File: config.mk
export PLATFORM = sky130hd
export DESIGN_NAME = fft_input_reorder_flat
export DESIGN_NICKNAME = d
export VERILOG_FILES = /design/src/rtl/fft_pkg.sv /design/src/rtl/fft_input_reorder_if.sv /design/src/rtl/fft_sample_bank.sv /design/src/rtl/fft_input_reorder.sv /design/src/flat_wrapper.sv
export SDC_FILE = /design/constraint.sdc
export NUM_CORES = 1
export LEC_CHECK = 0
export CORE_MARGIN = 4
export CORE_UTILIZATION = 40
export DETAILED_ROUTE_END_ITERATION = 10
export GPL_ROUTABILITY_DRIVEN = 0
export SYNTH_ARGS = -nofsm -noshare
export SYNTH_HDL_FRONTEND = slang
export SYNTH_SLANG_ARGS = --single-unit
File: constraint.sdc
create_clock -name clk -period 3.4 [get_ports clk]
set_input_delay 0.68 -clock clk [delete_from_list [all_inputs] [get_ports clk]]
set_output_delay 0.68 -clock clk [all_outputs]
set_load 0.01 [all_outputs]
File: src/rtl/fft_pkg.sv
// Shared constants and helpers for the 8-point FFT input reorder path.
// W is derived from N as 2**N; bitrev3 maps time index to butterfly slot.
package fft_pkg;

  localparam int POINTS = 8;
  localparam int ADDR_W = 3;

  function automatic int sample_width(input int n);
    return 2 ** n;
  endfunction

  // Slot order x0,x4,x2,x6,x1,x5,x3,x7 for time indices 0..7.
  function automatic logic [ADDR_W-1:0] bitrev3(input logic [ADDR_W-1:0] j);
    return {j[0], j[1], j[2]};
  endfunction

endpackage

File: src/rtl/fft_input_reorder_if.sv
// Sample-in / frame-out handshake bundle for fft_input_reorder.
// The slave modport is the reorder block's view; master is the environment's.
interface fft_input_reorder_if #(
  parameter int W = 8
);

  logic                  in_valid;
  logic                  in_ready;
  logic signed [W-1:0]   in_data;
  logic                  out_valid;
  logic                  out_ready;
  logic [8*W-1:0]        out_r;

  modport slave (
    input  in_valid,
    input  in_data,
    input  out_ready,
    output in_ready,
    output out_valid,
    output out_r
  );

  modport master (
    output in_valid,
    output in_data,
    output out_ready,
    input  in_ready,
    input  out_valid,
    input  out_r
  );

endinterface

File: src/rtl/fft_sample_bank.sv
// One frame buffer: POINTS signed samples, single write port, whole frame
// visible on a packed read bus (slot k at bits [k*W +: W]).
module fft_sample_bank
  import fft_pkg::*;
#(
  parameter int W = 8
) (
  input  logic                   clk,
  input  logic                   clr,
  input  logic                   we,
  input  logic [ADDR_W-1:0]      waddr,
  input  logic signed [W-1:0]    wdata,
  output logic [POINTS*W-1:0]    rdata
);

  logic signed [W-1:0] mem_q [POINTS];
  logic signed [W-1:0] mem_d [POINTS];

  always_comb begin
    mem_d = mem_q;
    if (we) begin
      mem_d[waddr] = wdata;
    end
  end

  always_ff @(posedge clk) begin
    if (clr) begin
      for (int i = 0; i < POINTS; i++) begin
        mem_q[i] <= '0;
      end
    end else begin
      mem_q <= mem_d;
    end
  end

  always_comb begin
    rdata = '0;
    for (int i = 0; i < POINTS; i++) begin
      rdata[i*W +: W] = mem_q[i];
    end
  end

endmodule

File: src/rtl/fft_input_reorder.sv
// Ping-pong input buffer for an 8-point FFT: samples arrive in time order,
// land in bit-reversed slots, and complete frames are handed out whole.
module fft_input_reorder #(
  parameter int N      = 3,
  parameter int POINTS = 8
) (
  input  logic              clk,
  input  logic              rst,
  fft_input_reorder_if.slave bus
);

  import fft_pkg::*;

  localparam int W = sample_width(N);

  logic [ADDR_W-1:0]     cnt_q, cnt_d;
  logic                  wr_bank_q, wr_bank_d;
  logic                  rd_bank_q, rd_bank_d;
  logic [1:0]            full_q, full_d;

  logic                  in_ready;
  logic                  out_valid;
  logic                  accept;
  logic                  consume;
  logic                  frame_done;
  logic [1:0]            bank_we;
  logic [ADDR_W-1:0]     wr_addr;
  logic [POINTS*W-1:0]   bank0_rd;
  logic [POINTS*W-1:0]   bank1_rd;

  always_comb begin
    in_ready   = ~full_q[wr_bank_q];
    out_valid  = full_q[rd_bank_q];
    accept     = bus.in_valid & in_ready;
    consume    = out_valid & bus.out_ready;
    frame_done = accept && (cnt_q == ADDR_W'(POINTS - 1));
    wr_addr    = bitrev3(cnt_q);
    bank_we    = '0;
    bank_we[wr_bank_q] = accept;
  end

  // Completion and consume always target different banks (the write bank is
  // never full while accepting, the read bank always is), so both may land
  // on the same edge without conflict.
  always_comb begin
    cnt_d     = cnt_q;
    wr_bank_d = wr_bank_q;
    rd_bank_d = rd_bank_q;
    full_d    = full_q;
    if (accept) begin
      cnt_d = cnt_q + ADDR_W'(1);
    end
    if (frame_done) begin
      full_d[wr_bank_q] = 1'b1;
      wr_bank_d         = ~wr_bank_q;
    end
    if (consume) begin
      full_d[rd_bank_q] = 1'b0;
      rd_bank_d         = ~rd_bank_q;
    end
  end

  always_ff @(posedge clk) begin
    if (rst) begin
      cnt_q     <= '0;
      wr_bank_q <= 1'b0;
      rd_bank_q <= 1'b0;
      full_q    <= '0;
    end else begin
      cnt_q     <= cnt_d;
      wr_bank_q <= wr_bank_d;
      rd_bank_q <= rd_bank_d;
      full_q    <= full_d;
    end
  end

  fft_sample_bank #(.W(W)) u_bank0 (
    .clk   (clk),
    .clr   (rst),
    .we    (bank_we[0]),
    .waddr (wr_addr),
    .wdata (bus.in_data),
    .rdata (bank0_rd)
  );

  fft_sample_bank #(.W(W)) u_bank1 (
    .clk   (clk),
    .clr   (rst),
    .we    (bank_we[1]),
    .waddr (wr_addr),
    .wdata (bus.in_data),
    .rdata (bank1_rd)
  );

  // The frame is blanked while not valid so that a bank still being filled
  // never leaks partial contents onto out_r.
  always_comb begin
    bus.in_ready  = in_ready;
    bus.out_valid = out_valid;
    bus.out_r     = '0;
    if (out_valid) begin
      bus.out_r = rd_bank_q ? bank1_rd : bank0_rd;
    end
  end

endmodule

File: src/flat_wrapper.sv
// flat-port wrapper written by rule: the top's interface ports become plain ports
module fft_input_reorder_flat import fft_pkg::*;
#(
  parameter int N      = 3,
  parameter int POINTS = 8
)
  (clk, rst, bus_in_valid, bus_in_data, bus_out_ready, bus_in_ready, bus_out_valid, bus_out_r);
  fft_input_reorder_if #(.W((8))) bus_i ();
  input  logic clk;
  input  logic rst;
  input wire logic [$bits(bus_i.in_valid)-1:0] bus_in_valid;
  input wire logic [$bits(bus_i.in_data)-1:0] bus_in_data;
  input wire logic [$bits(bus_i.out_ready)-1:0] bus_out_ready;
  output wire logic [$bits(bus_i.in_ready)-1:0] bus_in_ready;
  output wire logic [$bits(bus_i.out_valid)-1:0] bus_out_valid;
  output wire logic [$bits(bus_i.out_r)-1:0] bus_out_r;
  assign bus_i.in_valid = bus_in_valid;
  assign bus_i.in_data = bus_in_data;
  assign bus_i.out_ready = bus_out_ready;
  assign bus_in_ready = bus_i.in_ready;
  assign bus_out_valid = bus_i.out_valid;
  assign bus_out_r = bus_i.out_r;
  fft_input_reorder #(.N(N), .POINTS(POINTS)) u_core (.clk(clk), .rst(rst), .bus(bus_i));
endmodule
==> results.sh <==
export IMPL_status="complete, no violations"
export IMPL_ys_seq_area_share_pct=42.38
export IMPL_setup_ws_ns=0.4154
export IMPL_cts_max_path_buffers=2
export IMPL_cp_start_kind="flop"
export IMPL_arrival_ns=2.30
export IMPL_avgSynthCellArea_um2=9.648
export IMPL_ir_drop_v=0.0003279
export IMPL_finClkSkew_ns=0.003840
export IMPL_hold_path_class="reg2reg"
export IMPL_cts_setup_buffers=0
export IMPL_grt_overflow_total=0
export IMPL_worstPathCellList="mux2i_1 -> clkdlybuf4s50_1"
export IMPL_hold_buffers=0
export IMPL_finish_net_count=734
export IMPL_finalHoldViolations=0
export IMPL_grt_antenna_before_repair=0
export IMPL_synth_area_leaders="dfxtp_1, mux2i_1, nand2b_1"
export IMPL_worst_slew_pin_slew_ns=0.8394
export IMPL_cpPeakStageDelay_ns=0.74
export IMPL_routed_via_count=4666
export IMPL_die_w_um=134.3
export IMPL_synth_distinct_cells=33
export IMPL_routed_wl_um=15110
export IMPL_ctsRootBufferMaster="clkbuf_16"
export IMPL_grt_first_pass_wirelength_um=24780
export IMPL_viasPerCell=4.980
export IMPL_dpl_hpwl_um=10160
export IMPL_fmax_mhz=335.1
export IMPL_cts_tree="done"
export IMPL_finalSetupViolCount=0
export IMPL_cts_htree_levels=4
export IMPL_synth_area_mm2=0.006377
export IMPL_max_slew_margin_pct=44.04
export IMPL_min_period_ns=2.985
export IMPL_ys_warnings_count=0
export IMPL_fin_tns_setup_ns=0
export IMPL_fillCellCount=1459
export IMPL_start_util_pct=41.34
export IMPL_critPathSlowestCell="dfxtp_1"
export IMPL_drt_iter0_drc=173
export IMPL_cap_violations=0
export IMPL_grt_usage_pct=17.35
export IMPL_wl_per_cell_um=16.13
export IMPL_grt_max_degree=55
export IMPL_port_buffers=77
export IMPL_rows=45
export IMPL_pwr_density_cell_mw_per_mm2=445.4
export IMPL_yosys_area_top_type="dfxtp_1"
export IMPL_cellLeakagePower_uw=0.003020
export IMPL_die_y_um=134.3
export IMPL_cts_clk_slew_worst_paths_ns=0.05
export IMPL_syn_num_nets=679
export IMPL_end_kind="output pin"
export IMPL_drive_above_1_share_pct=7.438
export IMPL_rsz0062_at_grt="no"
export IMPL_insertion_delay_ns=0.42
export IMPL_post_route_period_util_pct=87.78
export IMPL_cts_buffers=17
export IMPL_syn_inst=661
export IMPL_pre_cts_slack_ns=0.7763
export IMPL_ios=78
export IMPL_cp_required_ns=2.72
export IMPL_drcViolationCount=0
export IMPL_synth_seq_cells=135
export IMPL_drt_first_pass_iters=4
export IMPL_grt_pass1_vias=4810
export IMPL_cts_resized_gates=0
export IMPL_area_growth_pct=22.11
export IMPL_hold_ws_ns=0.4537
export IMPL_ant_nets=0
export IMPL_crit_path_max_fanout=16
export IMPL_final_max_slew_viol_count=0
export IMPL_synth_top_area_share_pct=42.38
export IMPL_coreArea_mm2=0.01543
export IMPL_dieArea_mm2=0.01803
export IMPL_antenna_cells=0
export IMPL_cts_sinks=135
export IMPL_criticalPathCategory="reg2out"
## flip-flops by register name, summed over array words and instances, names as in the netlist
name and flops:
u_core.wr_bank_q 1, u_core.rd_bank_q 1, u_core.cnt_q 3, u_core.u_bank0.rdata 64, u_core.u_bank1.rdata 64, u_core.full_q 2
## layout by cell type (no fill, tap or decap), types with 2 or more instances in the layout
master,netlist,final
nand2_1,50,50
mux2i_1,170,169
and4b_1,2,2
clkinv_2,0,3
nand3_4,3,3
o21ai_0,3,3
nor2_1,75,75
buf_4,5,10
nand3_2,5,5
nor2b_2,2,2
inv_1,5,5
clkbuf_8,0,4
nand2b_1,105,105
clkbuf_1,14,4
ha_1,6,6
clkdlybuf4s50_1,0,76
nand3_1,2,2
nand4b_1,3,3
clkbuf_16,0,18
nand4_4,2,2
dfxtp_1,135,134
a21oi_1,29,29
## metal layers
layer | part of all wire (%) | track usage (%) | wire, µm
met1 | 47 | 21.82 | 7140
met2 | 48 | 29.25 | 7281
met3 | 3.2 | 4.464 | 486
met4 | 1.3 | 5.373 | 203
met5 | 0 | 0 | 0
## per-stage QoR
step / std cells / util, % / power, µW / area [µm²]
CTS: 937 / 50.48 / 3506 / 7787
global route: 937 / 50.48 / 3594 / 7787
floorplan: 661 / - / 1780 / 6377
detailed placement: 908 / 47.01 / 1834 / 7252
global placement: 908 / 47.01 / 1830 / 7252
finish: 937 / 50.48 / 3469 / 7787
## logic make-up after synthesis
family	after synthesis	share of synthesized area, %
AND/OR/NAND/NOR	258	22.41
multiplexers	170	26.68
flip-flops	135	42.38
buffers and inverters	57	4.473
AO/OA/AOI/OAI	35	2.884
adder cells (fa/ha/maj)	6	1.177
## where the power goes
group          switching, µW  internal, µW  leakage (µW)
clock                    634          1040      0.000267
sequential              15.5          1600       0.00109
combinational            106          73.2       0.00166
## final timing paths
path                                               start                  endpoint  slack, ns  cells past startpoint
worst max-delay path                    u_core.wr_bank_q              bus_in_ready       0.42                      2
worst min-delay path            u_core.u_bank1.rdata[56]  u_core.u_bank1.rdata[56]       0.45                      2
worst max register to register           u_core.cnt_q[2]  u_core.u_bank0.rdata[57]       1.59                      4
worst min register to register  u_core.u_bank1.rdata[56]  u_core.u_bank1.rdata[56]       0.45                      2
## critical path, delay by kind of cell (launching register included)
family                 cells  cell delay [ns]
buffers and inverters      1             0.63
DFF                        1             0.74
muxes                      1             0.52
## Yosys cell counts
master,count
mux2i_1,170
dfxtp_1,135
nand2b_1,105
nor2_1,75
nand2_1,50
buf_2,30
a21oi_1,29
clkbuf_1,14
ha_1,6
buf_4,5
inv_1,5
nand3_2,5
nand3_4,3
nand4b_1,3
o21ai_0,3
and4b_1,2
buf_6,2
nand3_1,2
nand4_4,2
nor2b_2,2
a211oi_1,1
a311oi_1,1
and2_1,1
and2b_4,1
and3_1,1
and4_1,1
and4bb_2,1
buf_1,1
nand4_2,1
nand4bb_1,1
nor2b_1,1
nor4bb_1,1
o31ai_1,1
## final cells by class
cell class                 instances  area (µm²)  area share, %
tap                              211       264.0          3.390
clock buffer                      26       520.5          6.684
sequential                       135        2706          34.75
clock inverter                     3       15.01         0.1928
inverter                           5       18.77         0.2410
multi-input combinational        469        3402          43.69
timing repair buffer              88       860.8          11.05
(Power assumes the default switching activity.)
